==> config.mk <==
export PLATFORM = sky130hd
export DESIGN_NAME = key_debounce
export DESIGN_NICKNAME = d
export VERILOG_FILES = /design/src/rtl/key_debounce_pkg.sv /design/src/rtl/key_debounce_ch.sv /design/src/rtl/key_debounce.sv
export SDC_FILE = /design/constraint.sdc
export NUM_CORES = 1
export LEC_CHECK = 0
export CORE_MARGIN = 3
export CORE_UTILIZATION = 60
export CTS_CLUSTER_DIAMETER = 60
export DETAILED_ROUTE_END_ITERATION = 8
export GPL_TIMING_DRIVEN = 0
export PLACE_DENSITY = 0.89
export SYNTH_ARGS = -nofsm -noshare
export SYNTH_HDL_FRONTEND = slang
export SYNTH_SLANG_ARGS = --single-unit
==> constraint.sdc <==
create_clock -name clk -period 2.6 [get_ports clk]
set_input_delay 0.52 -clock clk [delete_from_list [all_inputs] [get_ports clk]]
set_output_delay 0.52 -clock clk [all_outputs]
set_load 0.1 [all_outputs]
==> src/rtl/key_debounce_pkg.sv <==
// key_debounce_pkg
//   Shared timing constants for the board key and LED blocks, plus the
//   per-key debounce FSM state type.
//   Contents:
//     CLK_HZ, DEBOUNCE_MS, LONG_MS   - board-level timing defaults
//     DEBOUNCE_CYCLES, LONG_CYCLES   - the same timings in clk cycles
//     key_fsm_t                      - per-key debounce state
package key_debounce_pkg;

    localparam int unsigned CLK_HZ      = 50_000_000;
    localparam int unsigned DEBOUNCE_MS = 20;
    localparam int unsigned LONG_MS     = 1000;

    localparam int unsigned CYCLES_PER_MS   = CLK_HZ / 1000;
    localparam int unsigned DEBOUNCE_CYCLES = CYCLES_PER_MS * DEBOUNCE_MS;
    localparam int unsigned LONG_CYCLES     = CYCLES_PER_MS * LONG_MS;

    typedef enum logic [1:0] {
        KEY_RELEASED,
        KEY_PRESS_WAIT,
        KEY_PRESSED,
        KEY_RELEASE_WAIT
    } key_fsm_t;

endpackage

==> src/rtl/key_debounce_ch.sv <==
// key_debounce_ch
//   One key channel: 2-flop synchronizer, debounce filter, press/release
//   pulses and a single long-press pulse.
//   Ports:
//     clk          in   system clock, rising edge
//     reset        in   synchronous active-high reset
//     key_n        in   raw key pin, 0 = pressed
//     key_state    out  debounced level, 1 = pressed
//     key_press    out  one-cycle pulse on accepted press
//     key_release  out  one-cycle pulse on accepted release
//     key_long     out  one-cycle pulse once a press has been held LONG_CNT cycles
module key_debounce_ch
    import key_debounce_pkg::*;
#(
    parameter int unsigned DEBOUNCE_CNT = DEBOUNCE_CYCLES,
    parameter int unsigned LONG_CNT     = LONG_CYCLES
) (
    input  logic clk,
    input  logic reset,
    input  logic key_n,
    output logic key_state,
    output logic key_press,
    output logic key_release,
    output logic key_long
);

    localparam int unsigned   CW        = $clog2(DEBOUNCE_CNT);
    localparam int unsigned   HW        = $clog2(LONG_CNT + 1);
    localparam logic [CW-1:0] CNT_LAST  = CW'(DEBOUNCE_CNT - 1);
    localparam logic [HW-1:0] HOLD_LAST = HW'(LONG_CNT - 1);
    localparam logic [HW-1:0] HOLD_MAX  = HW'(LONG_CNT);

    logic          s1, s2;
    logic          lvl;
    key_fsm_t      state, state_nxt;
    logic [CW-1:0] cnt, cnt_nxt;
    logic [HW-1:0] hold, hold_nxt;
    logic          pressed;
    logic          press_nxt, release_nxt, long_nxt;
    logic          press_q, release_q, long_q;

    // Synchronized pin level in pressed-high polarity.
    assign lvl = ~s2;

    // State register, counters, synchronizer and pulse registers.
    // Synchronizer resets to "released" so no press is seen out of reset.
    always_ff @(posedge clk) begin
        if (reset) begin
            s1        <= 1'b1;
            s2        <= 1'b1;
            state     <= KEY_RELEASED;
            cnt       <= '0;
            hold      <= '0;
            press_q   <= 1'b0;
            release_q <= 1'b0;
            long_q    <= 1'b0;
        end else begin
            s1        <= key_n;
            s2        <= s1;
            state     <= state_nxt;
            cnt       <= cnt_nxt;
            hold      <= hold_nxt;
            press_q   <= press_nxt;
            release_q <= release_nxt;
            long_q    <= long_nxt;
        end
    end

    // Next state and debounce count. The count is the number of consecutive
    // cycles the synchronized level has disagreed with the accepted level;
    // any agreeing cycle drops it back to zero.
    always_comb begin
        state_nxt = state;
        cnt_nxt   = '0;
        unique case (state)
            KEY_RELEASED: begin
                if (lvl) begin
                    state_nxt = KEY_PRESS_WAIT;
                    cnt_nxt   = cnt + 1'b1;
                end
            end
            KEY_PRESS_WAIT: begin
                if (!lvl)                 state_nxt = KEY_RELEASED;
                else if (cnt == CNT_LAST) state_nxt = KEY_PRESSED;
                else                      cnt_nxt   = cnt + 1'b1;
            end
            KEY_PRESSED: begin
                if (!lvl) begin
                    state_nxt = KEY_RELEASE_WAIT;
                    cnt_nxt   = cnt + 1'b1;
                end
            end
            KEY_RELEASE_WAIT: begin
                if (lvl)                  state_nxt = KEY_PRESSED;
                else if (cnt == CNT_LAST) state_nxt = KEY_RELEASED;
                else                      cnt_nxt   = cnt + 1'b1;
            end
            default: state_nxt = KEY_RELEASED;
        endcase
    end

    // Outputs and hold counter. The hold count is zero on the press edge
    // because key_state was still 0 in the cycle before it, so key_long lands
    // LONG_CNT cycles after key_press. A long pulse is withheld on the cycle
    // the release is accepted so it never coincides with key_release.
    always_comb begin
        pressed     = (state == KEY_PRESSED) || (state == KEY_RELEASE_WAIT);
        press_nxt   = (state == KEY_PRESS_WAIT)   && (state_nxt == KEY_PRESSED);
        release_nxt = (state == KEY_RELEASE_WAIT) && (state_nxt == KEY_RELEASED);
        hold_nxt    = '0;
        if (pressed) begin
            hold_nxt = (hold == HOLD_MAX) ? hold : hold + 1'b1;
        end
        long_nxt = pressed && (hold == HOLD_LAST) && !release_nxt;
    end

    assign key_state   = pressed;
    assign key_press   = press_q;
    assign key_release = release_q;
    assign key_long    = long_q;

endmodule

==> src/rtl/key_debounce.sv <==
// key_debounce
//   Conditions NUM_KEYS active-low push-buttons into clean, clock-synchronous
//   key events; one independent key_debounce_ch per key.
//   Ports:
//     clk          in   system clock, rising edge
//     reset        in   synchronous active-high reset
//     key_n        in   raw key pins, 0 = pressed
//     key_state    out  debounced levels, 1 = pressed
//     key_press    out  one-cycle pulse per key on accepted press
//     key_release  out  one-cycle pulse per key on accepted release
//     key_long     out  one-cycle pulse per key after LONG_CNT cycles held
module key_debounce
    import key_debounce_pkg::*;
#(
    parameter int unsigned NUM_KEYS     = 4,
    parameter int unsigned DEBOUNCE_CNT = DEBOUNCE_CYCLES,
    parameter int unsigned LONG_CNT     = LONG_CYCLES
) (
    input  logic                clk,
    input  logic                reset,
    input  logic [NUM_KEYS-1:0] key_n,
    output logic [NUM_KEYS-1:0] key_state,
    output logic [NUM_KEYS-1:0] key_press,
    output logic [NUM_KEYS-1:0] key_release,
    output logic [NUM_KEYS-1:0] key_long
);

    for (genvar i = 0; i < NUM_KEYS; i++) begin : g_key
        key_debounce_ch #(
            .DEBOUNCE_CNT (DEBOUNCE_CNT),
            .LONG_CNT     (LONG_CNT)
        ) u_ch (
            .clk         (clk),
            .reset       (reset),
            .key_n       (key_n[i]),
            .key_state   (key_state[i]),
            .key_press   (key_press[i]),
            .key_release (key_release[i]),
            .key_long    (key_long[i])
        );
    end

endmodule

Yosys cells after proc, flatten, opt, wreduce, memory -nomap -nowiden
Cells that the tools add are included.
- flip-flop bits (word level): 212
- bits of input ports: 6
- $add $sub $neg: 8
- eq/ne operators: 28
- multiplexer cells: 52
- bitwise gates (word level): 4
- reductions and logical operators: 36
- operators with widths (operator ; count):
    20-bit two-way mux ; 20
    20-bit one-hot mux with 4 select lines ; 4
    26-bit equality test, second input constant ; 8
    26-bit by 1-bit adder with 26-bit output, second input constant ; 4
    20-bit by 1-bit adder with 20-bit output, second input constant ; 4
    20-bit equality test, second input constant ; 4
    2-bit two-way mux ; 24
    2-bit one-hot mux with 4 select lines ; 4
    2-bit equality test, second input constant ; 12
    1-bit logical AND ; 16
    2-bit logical NOT ; 8
    2-bit by 1-bit equality test with 1-bit output, second input constant ; 4
    2-bit OR reduction ; 4
    1-bit logical NOT ; 4
    1-bit logical OR ; 4
    1-bit inverter ; 4

Logic depth before layout (Yosys ltp)
- depth in word-level cells: 8
- gate-level depth with buffers: 7
- depth with buffers taken out: 6

Modules after synthesis
From an unflattened synthesis, not the netlist that was laid out.
- cell total of the unflattened synthesis: 1135
- area total of the unflattened synthesis: 9736.8 um^2
- modules (own cells, without submodules) (module ; instances ; cells each ; area each (um^2) ; sequential area each (um^2)):
    key_debounce_ch at g_key[0].u_ch ... ; 3 ; 285 ; 2442.3 ; 1061.0
    key_debounce_ch at g_key[3].u_ch ; 1 ; 280 ; 2409.8 ; 1061.0

Worst setup path before layout
No wires, ideal clock.
- kind: register to register
- start point: reg g_key[2].u_ch.hold[0]
- end point: reg g_key[2].u_ch.hold[18]
- setup time: 0.070 ns
- data arrival time: 1.970 ns
- slack: 0.560 ns
- stages on the path, launching flop included: 8
- period minus slack after synthesis: 2.040 ns
- cell sequence: dfxtp_1 ha_1 clkbuf_1 nand3_1 or4_1 clkbuf_1 or3_1 a21oi_1
- longest elaborated chain between the ends: 1
- elaborated cells between the ends (all ways): 2
- ends and longest elaborated chain (element ; line ; RTL):
    from (decl) ; key_debounce_ch.sv:37 ; logic [HW-1:0] hold, hold_nxt;
    from (signal assigned) ; key_debounce_ch.sv:62 ; hold <= hold_nxt;
    26-bit by 1-bit adder with 26-bit output or 26-bit equality test (tied branches) ; key_debounce_ch.sv:112 ; hold_nxt = (hold == HOLD_MAX) ? hold : hold + 1'b1;
Parallel ways exist; a longest one is shown, timed or not.
A chain may end at the register's enable or synchronous reset.

Final worst setup path
- start point: reg g_key[1].u_ch.press_q
- end point: out key_press[1]
- RTL lines (element ; line ; RTL):
    from (decl) ; key_debounce_ch.sv:40 ; logic press_q, release_q, long_q;
    from (signal assigned) ; key_debounce_ch.sv:63 ; press_q <= press_nxt;
    to (decl) ; key_debounce.sv:23 ; output logic [NUM_KEYS-1:0] key_press,
No word-level cell between the ends.

==> impl_results.md <==
* Crit Path Class: reg -> out
* Measured slew at the worst slew-check pin at 0.977 ns
* CP arrival at about 2.0 ns
* Setup TNS at 0 ns
* Area of the mapped netlist at roughly 9700 um2
* Fmax at around 400 MHz
* Status: completed
* CP startpoint kind: flop
* CTS H-tree lvls at 1
* DRC errors left at 0
* Sequential element share of the synthesized area at between 40% and 50%
* Sw Share at 19.8%
* Initial antenna violation count at 0
* Sequential share of power at between 40% and 50%
* Die Width at roughly 130 um
* Worst hold-check path type: reg -> reg
* IO buf count at 20
* Number of flops mapped to enable cells by yosys at 0
* Maximum fanout along the worst path at 1
* Grt total ovfl at 0
* Fraction of layout cells with a size suffix above 1 at 7.21%
* Max_slew headroom at 34.7%
* Clock share of power at roughly half
* Nets at 1196
* Final min period at roughly 2.5 ns
* Syn Inst Count at 1134
* Drt pass-1 iters at 5
* Skew final at 0.0194 ns
* Fin. Hold Viols at 0
* Power per cell area at around 600 nW/um2
* Vias in the first global route at 7852
* Post-DRT Antenna Nets at 0
* Finished Layout Cells at ~1400
* Setup Buffers After CTS at 0
* CTS root buf: clkbuf_16
* Crit path capture type: primary output
* CP required at around 2.1 ns
* DR iter-0 viols at 523
* DP Cell Count at 1365
* Final Slew Violations at 0
* Synth Register Bits at roughly 210
* Area growth, synth to finish at 12.8%
* RSZ-0062 raised after global routing: false
* Clk slew on worst S/H paths at about 0.060 ns
* Detailed Place HPWL at 14000 um
* Top Ports at 22
* Core area at between 15000 and 20000 um2
* Initial Util at a little over three fifths
* Ys async rst share at 0%
* ANT cells at 0
* MaxCap Viol Count at 0
* Endpoints failing setup at 0
* Yosys synthesis warning count at 0
* Post-synth top flop: dfxtp_1
* Gr usage total at roughly 23%
* Comb pwr share at 0.6%
* Avg Vias per Cell at roughly 6.0
* CTS tree: built
* Storage cell area at 4240 um2
* Die ar. at 17800 um2
* Routed WL at 20800 um
* Routed len/inst at 14.8 um
* # rows at 45
* Fillers at about 1300
* First-pass GRT wire length at approximately 35000 um
* Gp weighted congestion at around 0.84
* Die extent in y at about 130 um
* Post-synth cell types at 49
* Inserted Clock Buffers at 22
* Leakage power at approximately 0.0034 uW
* CTS sink count at 212
* Vias after detailed routing at 8385
* Final worst path period share at 98.0%
* Power Internal at about 5300 uW
* Layout Utilization at a little over two thirds
* Pin count of the biggest net entering global routing at 15
* VDD IR-drop max at about 0.53 mV
* Post-synth net total at around 1200
* Clk_lat worst skew at roughly 0.5 ns
* Hold_buf cts at 0
* Clock Tree Buf Depth at 3
* Psw at 1310 uW
* Syn avg cell area at ~8.6 um2
* Multi-input gate area in the final layout at 5030 um2
[power groups by stage]
stage | logic [uW] | clock network (uW) | registers (uW)
2_1_floorplan | 24.8 | 0 | 3330
3_3_place_gp | 39.9 | 0 | 3330
3_5_place_dp | 41.2 | 0 | 3340
4_1_cts | 41.4 | 3360 | 3260
5_1_grt | 45.6 | 3500 | 3260
6_report | 41.4 | 3320 | 3260
[logic make-up (layout without fill, tap and decap cells)]
group	Yosys count	count (layout)	share of synthesized area, %
and+or+nand+nor	531	531	30.6
DFF	212	212	43.6
AOI/OAI and AO/OA	184	184	11.1
buffers and inverters	102	161	4.73
xor gates and xnor gates	90	90	8.10
adders and majority gates	12	12	1.54
muxes	3	3	0.309
[final timing paths]
path                                              start                      to  slack (ns)  cells after the start
worst max register to register    g_key[2].u_ch.hold[0]  g_key[2].u_ch.hold[20]        0.24                      7
worst max-delay path            g_key[1].u_ch.key_press            key_press[1]        0.05                      2
worst min register to register         g_key[2].u_ch.s1        g_key[2].u_ch.s2        0.41                      1
worst min-delay path                   g_key[2].u_ch.s1        g_key[2].u_ch.s2        0.41                      1
[synthesized netlist by cell type (all sizes together), types with 7 or more instances]
| master | number | area share, % |
|---|---|---|
| xnor2 | 36 | 3.2 |
| nand2b | 7 | 0.45 |
| ha | 12 | 1.5 |
| nand4 | 48 | 3.1 |
| or2 | 14 | 0.90 |
| and4 | 26 | 2.3 |
| buf | 31 | 2.0 |
| inv | 31 | 1.2 |
| clkbuf | 40 | 1.6 |
| nor4 | 23 | 1.5 |
| xor2 | 54 | 4.9 |
| or3 | 42 | 2.7 |
| or4 | 55 | 4.3 |
| dfxtp | 212 | 44 |
| a21oi | 82 | 4.2 |
| nand3 | 76 | 3.9 |
| and2 | 7 | 0.45 |
| o31ai | 43 | 3.4 |
| nor2 | 101 | 3.9 |
| and3 | 21 | 1.4 |
| nor3 | 21 | 1.1 |
| nand2 | 66 | 2.5 |
| o21ai | 44 | 2.3 |
[sequential cells by signal, indices dropped and copies added (netlist names)]
signal                  cells
g_key.u_ch.key_press        4
g_key.u_ch.key_long         4
g_key.u_ch.state            8
g_key.u_ch.s2               4
g_key.u_ch.s1               4
g_key.u_ch.key_release      4
g_key.u_ch.cnt             80
g_key.u_ch.hold           104
[metal layers]
layer	wire [um]	GRT usage, %	vias to the layer above
met2	9990	39.1	175
met1	9630	29.4	3950
met4	403	6.29	0
met3	748	3.47	36
met5	0	0	-
li1	-	-	4224
[cell type report]
cell class / instances / area share, %
Clock inverter: 6 / 0.798
Sequential cell: 212 / 38.6
Inverter: 31 / 1.06
Buffer: 71 / 3.13
Multi-Input combinational cell: 820 / 45.8
Timing Repair Buffer: 20 / 1.81
Tap cell: 211 / 2.40
Clock buffer: 33 / 6.31
[metrics by stage]
step                hold slack [ns]  area, um2  total power [uW]  setup WS [ns]
floorplan                     0.389       9730              3360          0.560
global placement              0.392      10200              3370          0.288
detailed placement            0.397      10200              3380          0.202
CTS                           0.410      11000              6660        0.00811
global route                  0.432      11000              6810        0.00209
finish                        0.411      11000              6620         0.0508
[cells in the final DEF (no fill, tap or decap), types with 3 or more instances in the layout]
| master | count |
|---|---|
| buf_2 | 13 |
| and2_1 | 7 |
| nor2b_1 | 5 |
| ha_1 | 12 |
| nand4_1 | 48 |
| clkbuf_8 | 8 |
| xor2_1 | 54 |
| nor3_1 | 21 |
| or2_2 | 12 |
| o31ai_1 | 42 |
| dfxtp_1 | 212 |
| nand4b_1 | 4 |
| clkdlybuf4s50_1 | 9 |
| o21ai_0 | 41 |
| or3_1 | 42 |
| nor2_1 | 101 |
| clkbuf_16 | 23 |
| and4_1 | 26 |
| nand2b_1 | 7 |
| dlygate4sd2_1 | 5 |
| nor4bb_1 | 5 |
| o21ai_1 | 3 |
| a21oi_1 | 82 |
| nand3_1 | 76 |
| clkinvlp_4 | 3 |
| buf_4 | 16 |
| or4b_1 | 5 |
| and3_1 | 21 |
| mux2i_1 | 3 |
| xnor2_1 | 36 |
| clkbuf_1 | 41 |
| inv_1 | 31 |
| nand2_1 | 66 |
| nor4_1 | 22 |
| or4_1 | 54 |
| dlymetal6s2s_1 | 4 |
| a211oi_1 | 3 |
[worst max-delay path, cell delays in order (launching register included)]
cell and delay, ns:
dfxtp_1 0.32, buf_4 0.09, clkdlybuf4s50_1 1.11
[timing repair]
action	CTS	global route
cloned	0	0
gates resized for setup	7	8
endpoints found under the setup margin	7	7
Power figures use the tool's default switching activity.
